[src/rtl/xnor_dot_sequencer_pkg.sv]
// Shared constants and FSM state encoding for the XNOR dot-product sequencer.
package xnor_dot_sequencer_pkg;

    localparam int CHUNK_W = 128;
    localparam int POP_W   = 8;

    typedef enum logic [1:0] {
        IDLE   = 2'd0,
        ACCUM  = 2'd1,
        DRAIN  = 2'd2,
        OUTPUT = 2'd3
    } state_t;

endpackage

[src/rtl/xnor_dot_sequencer_popcount.sv]
// Two-stage popcount of xi ~^ wi: four 32-bit partial counts, then their sum.
module xnor_popcount_128_pipe
    import xnor_dot_sequencer_pkg::*;
(
    input  logic               clk,
    input  logic               rst,
    input  logic               in_valid,
    input  logic [CHUNK_W-1:0] xi,
    input  logic [CHUNK_W-1:0] wi,
    output logic               out_valid,
    output logic [POP_W-1:0]   count
);
    localparam int STAGES = 2;
    localparam int PARTS  = 4;
    localparam int PART_W = CHUNK_W / PARTS;

    logic [STAGES:0]             vld_pipe;
    logic [CHUNK_W-1:0]          match;
    logic [PARTS-1:0][5:0]       part_q;
    logic [POP_W-1:0]            count_q;

    function automatic logic [5:0] pop32(input logic [PART_W-1:0] v);
        logic [5:0] c;
        c = '0;
        for (int i = 0; i < PART_W; i++) c = c + 6'(v[i]);
        return c;
    endfunction

    assign match       = xi ~^ wi;
    assign vld_pipe[0] = in_valid;

    // Only the valid tags are reset; data lanes are don't-care while untagged.
    always_ff @(posedge clk or posedge rst) begin
        if (rst) vld_pipe[STAGES:1] <= '0;
        else     vld_pipe[STAGES:1] <= vld_pipe[STAGES-1:0];
    end

    always_ff @(posedge clk) begin
        for (int g = 0; g < PARTS; g++) part_q[g] <= pop32(match[g*PART_W +: PART_W]);
        count_q <= POP_W'(part_q[0]) + POP_W'(part_q[1]) + POP_W'(part_q[2]) + POP_W'(part_q[3]);
    end

    assign out_valid = vld_pipe[STAGES];
    assign count     = count_q;

endmodule

[src/rtl/xnor_dot_sequencer.sv]
// Accumulates XNOR popcounts over CHUNKS 128-bit chunks and thresholds the total.
module xnor_dot_sequencer
    import xnor_dot_sequencer_pkg::*;
#(
    parameter int CHUNKS = 8,
    parameter int ACC_W  = $clog2(128*CHUNKS+1)
) (
    input  logic               clk,
    input  logic               rst,
    input  logic               in_valid,
    output logic               in_ready,
    input  logic [CHUNK_W-1:0] xi,
    input  logic [CHUNK_W-1:0] wi,
    input  logic [ACC_W-1:0]   thresh,
    output logic               out_valid,
    input  logic               out_ready,
    output logic [ACC_W-1:0]   out_count,
    output logic               out_act
);
    localparam int CNT_W = $clog2(CHUNKS+1);

    state_t             state, state_nxt;
    logic [CNT_W-1:0]   cnt, cnt_nxt;
    logic [ACC_W-1:0]   acc, acc_nxt;
    logic [ACC_W-1:0]   thr_q, thr_nxt;
    logic               ld_out;
    logic               take;
    logic               pv;
    logic [POP_W-1:0]   pc;

    xnor_popcount_128_pipe u_pop (
        .clk       (clk),
        .rst       (rst),
        .in_valid  (take),
        .xi        (xi),
        .wi        (wi),
        .out_valid (pv),
        .count     (pc)
    );

    always_ff @(posedge clk or posedge rst) begin
        if (rst) begin
            state     <= IDLE;
            cnt       <= '0;
            acc       <= '0;
            thr_q     <= '0;
            out_count <= '0;
            out_act   <= 1'b0;
        end else begin
            state <= state_nxt;
            cnt   <= cnt_nxt;
            acc   <= acc_nxt;
            thr_q <= thr_nxt;
            if (ld_out) begin
                out_count <= acc_nxt;
                out_act   <= (acc_nxt >= thr_q);
            end
        end
    end

    always_comb begin
        state_nxt = state;
        cnt_nxt   = cnt;
        thr_nxt   = thr_q;
        ld_out    = 1'b0;
        acc_nxt   = acc + (pv ? ACC_W'(pc) : '0);
        in_ready  = (state == IDLE) || (state == ACCUM);
        out_valid = (state == OUTPUT);
        take      = in_valid && in_ready;
        case (state)
            IDLE: begin
                if (take) begin
                    acc_nxt = '0;
                    thr_nxt = thresh;
                    if (CHUNKS == 1) begin
                        state_nxt = DRAIN;
                        cnt_nxt   = '0;
                    end else begin
                        state_nxt = ACCUM;
                        cnt_nxt   = CNT_W'(1);
                    end
                end
            end
            ACCUM: begin
                if (take) begin
                    if (cnt == CNT_W'(CHUNKS-1)) begin
                        state_nxt = DRAIN;
                        cnt_nxt   = '0;
                    end else begin
                        cnt_nxt = cnt + CNT_W'(1);
                    end
                end
            end
            DRAIN: begin
                // Counter doubles as a drain timer: the last chunk's count lands on the second DRAIN cycle.
                if (cnt == CNT_W'(1)) begin
                    state_nxt = OUTPUT;
                    cnt_nxt   = '0;
                    ld_out    = 1'b1;
                end else begin
                    cnt_nxt = cnt + CNT_W'(1);
                end
            end
            OUTPUT: begin
                if (out_ready) state_nxt = IDLE;
            end
            default: state_nxt = IDLE;
        endcase
    end

endmodule

[config.mk]
export PLATFORM = sky130hd
export DESIGN_NAME = xnor_dot_sequencer
export DESIGN_NICKNAME = d
export VERILOG_FILES = /design/src/rtl/xnor_dot_sequencer_pkg.sv /design/src/rtl/xnor_dot_sequencer_popcount.sv /design/src/rtl/xnor_dot_sequencer.sv
export SDC_FILE = /design/constraint.sdc
export NUM_CORES = 1
export LEC_CHECK = 0
export CAP_MARGIN = 10
export CELL_PAD_IN_SITES_DETAIL_PLACEMENT = 0
export CELL_PAD_IN_SITES_GLOBAL_PLACEMENT = 2
export CORE_MARGIN = 2
export CORE_UTILIZATION = 27
export CTS_CLUSTER_DIAMETER = 60
export DETAILED_ROUTE_END_ITERATION = 10
export PLACE_DENSITY = 0.86
export SETUP_SLACK_MARGIN = 0.2
export SYNTH_ARGS = -nofsm -noshare
export SYNTH_HDL_FRONTEND = slang
export SYNTH_HIERARCHICAL = 1
export SYNTH_SLANG_ARGS = --single-unit
[constraint.sdc]
create_clock -name clk -period 4.1 [get_ports clk]
set_clock_uncertainty 0.2 [all_clocks]
set_input_delay 0.82 -clock clk [delete_from_list [all_inputs] [get_ports clk]]
set_output_delay 0.82 -clock clk [all_outputs]
set_load 0.02 [all_outputs]
==> results.yml <==
setup_path:
  crit_type: "in2reg"
  startpoint_type: "input pin"
  cp.required_ns: 4.16
  arrival_ns: 5.42
  crit_fanout: 2
  end_kind: "register"
sta:
  hold_viol_final: 0
  slew_viol_final: 0
  rsz0062_at_grt: "true"
  tns_ns: -20.53
  hold_ws_ns: 0.161
  max-slew-margin-rel: 0.533
  post-route-min-period_ns: 5.36
  layout_setup_ws_ns: -1.26
  worst_pin_slew_ns: 0.700
  achievable-frequency_mhz: 187
  finalCritPeriodShare: 1.31
  finalSetupViolCount: 24
run_status:
  violations: "setup timing"
  status: "complete, but fails checks"
logic_synthesis:
  ys.flop_type: "dfrtp_1"
  ys_ff_latch: 74
  synth_seq_area_share: 0.224
  syn_nets: 1158
  netlist.area_leader.share: 0.289
  ys_warn_count: 6
  yosys.cell_types.count: 47
  synth-edff-count: 0
  synth_top_cell_by_area: "fa_1"
  syn_area_um2: 7550
  async_flop_share: 0.568
  synth_area_leaders: "fa_1 (29%), dfrtp_1 (14%), xnor2_1 (11%)"
  syn_avg_cell_area_um2: 10.5
  syn_inst: 716
finish:
  final_common_cell: "clkdlybuf4s50_1"
  mostFrequentLayoutCells: "clkdlybuf4s50_1 (162), inv_1 (107), fa_1 (90)"
  drive_above_1_share: 0.263
  antenna_cells: 0
  nFillCells: 2781
  syn2layout_area_growth_pct: 53.9
  nets: 1467
detailed_routing:
  viasPerCell: 3.99
  ant_nets: 0
  drt_pre_antenna_iters: 4
  drt_iter0_markers: 123
  wl_per_cell_um: 12.4
  wl_mm: 17.4
  vias: 5620
  drc_errors: 0
grt:
  grt_pass1_wl_mm: 28.6
  grt_overflow: 0
  grt_max_degree: 41
  track_usage: 0.122
  grt_pass1_vias: 6152
  antenna_found_initial: 0
clock_network:
  hold_buffers: 0
  cts.sinks: 74
  cts.clk_slew.worst_paths_ns: 0.06
  clock_latency_ns: 0.33
  cts_root_buf: "clkbuf_16"
  cts_max_path_buffers: 2
  cts_made_buffers: 9
  cts_htree_levels: 3
  cts_tree: "done"
die:
  fp.dieArea_um2: 29300
  chipHeight_um: 171
  fp.dieW_um: 171
  io_pins: 285
  std_cell_rows: 61
  start_util: 0.273
  coreArea_um2: 27600
place:
  io_buffers: 284
  dp_hpwl_mm: 15.7
  gp_congestion: 0.740
worst_hold_path:
  min-delay-path-class: "reg2reg"
job:
  maxCapViolations: 0
## cell type report
class / count / area, µm² / area share
repair buffers: 304 / 2640 / 0.227
clock inverters: 5 / 67.6 / 0.00581
inverters: 132 / 495 / 0.0426
clock buffers: 11 / 264 / 0.0227
multi-input cells: 504 / 5990 / 0.516
well taps: 378 / 473 / 0.0407
flip-flops and latches: 74 / 1690 / 0.146
## per-stage QoR
stage	area (µm²)	setup WS, ns	cells	util
after global placement	11100	-1.93	1387	0.403
after global routing	11600	-1.44	1408	0.421
final	11600	-1.26	1408	0.421
after floorplan	7740	-1.36	716	-
after CTS	11500	-1.26	1406	0.418
after detailed placement	11100	-1.98	1387	0.403
## Yosys cell counts, types with 2 or more instances
cell      count
clkbuf_1      4
a22o_1        2
a21oi_1      19
mux2i_1       2
xor2_1       54
dfxtp_1      32
o22ai_1       2
a31oi_1       2
fa_1        109
xnor2_1      96
o21ai_1       2
inv_1       132
nand3_1       3
nor2b_1       2
dfrtp_1      42
nand2_1      41
nor2_1       17
o31ai_1       4
nand4_1       2
o21ai_0      27
and2_1       11
mux2_2        6
or3b_1        2
a211oi_1      4
ha_1         62
nand2b_1      4
a21o_1       13
## final timing paths
path | startpoint | to | slack, ns | depth (start not counted)
worst max-delay path | xi[17] | u_pop/part_q[4] | -1.26 | 16
worst min-delay path | u_pop/vld_pipe[1] | u_pop/out_valid | 0.16 | 0
worst max register to register | u_pop/out_valid | out_act | 0.49 | 15
worst min register to register | u_pop/vld_pipe[1] | u_pop/out_valid | 0.16 | 0
max in group asynchronous | rst | acc[6] | 2.50 | 3
min in group asynchronous | rst | u_pop/vld_pipe[1] | 0.55 | 2
## flip-flops by register name, indices dropped and copies added (netlist names)
| register | count |
|---|---|
| u_pop/vld_pipe | 1 |
| cnt | 4 |
| u_pop/part_q | 24 |
| state | 2 |
| u_pop/count | 8 |
| u_pop/out_valid | 1 |
| thr_q | 11 |
| out_count | 11 |
| acc | 11 |
| out_act | 1 |
## critical path, cell delays in order
cell,delay [ns]
clkdlybuf4s15_2,0.19
xor2_2,0.15
fa_1,0.50
fa_1,0.51
inv_1,0.05
fa_1,0.50
fa_1,0.49
inv_1,0.05
fa_1,0.45
fa_1,0.50
inv_2,0.04
fa_2,0.38
fa_2,0.36
a21o_1,0.18
a21oi_2,0.13
xnor2_1,0.13
## layer usage
layer / wire length, µm / vias to the layer above / global-route usage
met5: 0 / - / 0
met4: 127 / 0 / 0.0184
met3: 939 / 13 / 0.0276
met2: 9550 / 154 / 0.235
li1: - / 2825 / -
met1: 6780 / 2628 / 0.140
## kinds of logic (layout without fill, tap and decap cells)
family                   count (synthesis)  after routing  synth area share
AND/OR/NAND/NOR                         87             87            0.0547
flip-flops                              74             74             0.224
buffers and inverters                  138            452            0.0698
adder cells (fa/ha/maj)                171            171             0.392
XOR/XNOR                               150            150             0.174
AO/OA/AOI/OAI                           88             88            0.0739
multiplexers                             8              8            0.0116
## what timing repair did
action | 4_1_cts | 5_1_grt
cloned | 0 | 0
buffers inserted | 3 | 2
resized for setup | 439 | 83
pin swaps | 98 | 69
endpoints found under the setup margin | 24 | 25
Power is not shown: default switching activity piles up to over one toggle a cycle in this logic, so the estimate is an artifact.
==> RTL edit: new RTL, same flow settings <==
Re-encode `state_t` (4 states) as one-hot, 4 bits wide.
--- a/src/rtl/xnor_dot_sequencer_pkg.sv
+++ b/src/rtl/xnor_dot_sequencer_pkg.sv
@@ -4,11 +4,11 @@
     localparam int CHUNK_W = 128;
     localparam int POP_W   = 8;
 
-    typedef enum logic [1:0] {
-        IDLE   = 2'd0,
-        ACCUM  = 2'd1,
-        DRAIN  = 2'd2,
-        OUTPUT = 2'd3
+    typedef enum logic [3:0] {
+        IDLE   = 4'b0001,
+        ACCUM  = 4'b0010,
+        DRAIN  = 4'b0100,
+        OUTPUT = 4'b1000
     } state_t;
 
 endpackage
Behaviour: no difference found for any inputs over 10 cycles, from zero or initial values and one cycle with rst high; not proved beyond that.
==> RTL edit against the original RTL <==
The flow still finishes with violations (negative setup slack). Hold slack improved by 0.014 ns. Core utilization about the same. Wire length rose by 3.6%. Worst setup slack got worse by 0.0060 ns. Die area rose by 0.84%. Synthesized cell count increased by 1.3%. Final area rose by 0.46%. Synthesized area grew 0.86%. Sequential cell count is 2 higher. First-iteration DRC count is 11% higher.
Power is not shown: default switching activity piles up to over one toggle a cycle in this logic, so the estimate is an artifact.
==> RTL edit: results (changes against the original RTL) <==
[final_layout]
sh_seq_area_pct=14.9  ; +0.36 points
regMostFlops=u_pop/part_q
nonClkBufAreaFrac_pct=23.4  ; +0.69 points
drive_gt1_share_pct=25.4  ; -0.88 points
fin_nets=1478  ; +0.75%
final_cells=1424  ; +1.1%
num-multi-input-gates=513  ; +1.8%
n_fill_cell=2755  ; -0.93%
final-seq-area_mm2=0.00174  ; +3.0%
inv_count=129  ; -2.3%
clk_share_pct=2.27  ; -0.58 points
multi_input_area_share_pct=51.2  ; -0.33 points
clockBufferCount=13  ; +2
signal_buffers=312  ; +2.6%

[setup_path]
cp.arrival_ns=5.42  ; about the same
startpoint=xi[29]
slowest_delay_ns=0.57  ; +0.06 ns
r2r_setup_slack_ns=0.76  ; +0.27 ns
reg2reg_depth=15  ; unchanged
crit-reg2reg-launch=u_pop/out_valid
crit_end=u_pop/part_q[4]

[sta]
relSlewSlack_pct=61.8  ; +8.5 points
layout_setup_ws_ns=-1.26  ; -0.00602 ns
tns_ns=-21.12  ; -0.590 ns
hold_ws_ns=0.175  ; +0.0137 ns
finalSetupViolCount=24  ; unchanged

[global_routing]
met3_usage_pct=3.00  ; +0.24 points
grt_max_degree=43  ; +4.9%
antenna_found_initial=0  ; unchanged
grt_pass1_vias=6485  ; +5.4%
met1_usage_pct=14.4  ; +0.40 points
use_met2_pct=24.3  ; +0.81 points
grt_usage_pct=12.8  ; +0.59 points
grt_pass1_wl_um=30000  ; +5.0%

[yosys]
netlist_top_cells_area=fa_1, dfrtp_1, xnor2_1
async_flop_share_pct=57.9  ; +1.1 points
syn_nets=1162  ; +0.35%
yosys-top-cells-count=inv_1, fa_1, xnor2_1, xor2_1, ha_1
syn_inst=725  ; +1.3%
ys_seq_area_share_pct=22.9  ; +0.48 points
synth-seq-cells=76  ; +2.7%
post_synth_num_cell_types=53  ; +13%
synth-main-ff-cell=dfrtp_1

[job]
drv_cap=0  ; unchanged

[place]
place_area_mm2=0.0112  ; +0.97%
dp_slack_ns=-2.00  ; -0.0188 ns
routabilityCongestion=0.741  ; +0.19%
hpwl_um=16000  ; +1.8%

[drt]
num_vias=5733  ; +2.0%
wl_met1_um=6980  ; +2.8%
route.met3.wl_um=1000  ; +6.9%
drt-initial-drc-count=137  ; +11%
wl_per_cell_um=12.7  ; +2.5%
dr_wl_met2_um=9780  ; +2.4%
top_layer=met4

[die]
core_mm2=0.0278  ; +0.55%

[hold_path]
min-delay-start=u_pop/vld_pipe[1]
holdPathStages=0  ; unchanged

[run_status]
status=complete, but fails checks
violations=negative setup slack

[RTL edit: cell types whose count changed in the layout (fill, tap and decap cells not counted), moves of 9 or more]
cell | unedited run | this run
clkdlybuf4s15_1 | 8 | 17
o21ai_1 | 6 | 24
o21ai_0 | 22 | 7
buf_2 | 57 | 48
[RTL edit: timing repair]
item,in CTS,in global routing
hold buffers,0,0
setup buffers,4,3
pin swaps,91,64
gates resized for setup,405,88
hold endpoints to repair,0,0
endpoints found under the setup margin,24,24
[RTL edit: logic make-up (layout without fill, tap and decap cells)]
logic type	after synthesis	in the layout	synth area share [%]
AND/OR/NAND/NOR	93	93	6.10
XOR/XNOR	153	153	17.6
AO/OA/AOI/OAI	99	99	8.20
buffers and inverters	136	457	6.84
multiplexers	2	2	0.345
flip-flops	76	76	22.9
adder cells (fa/ha/maj)	166	166	38.0
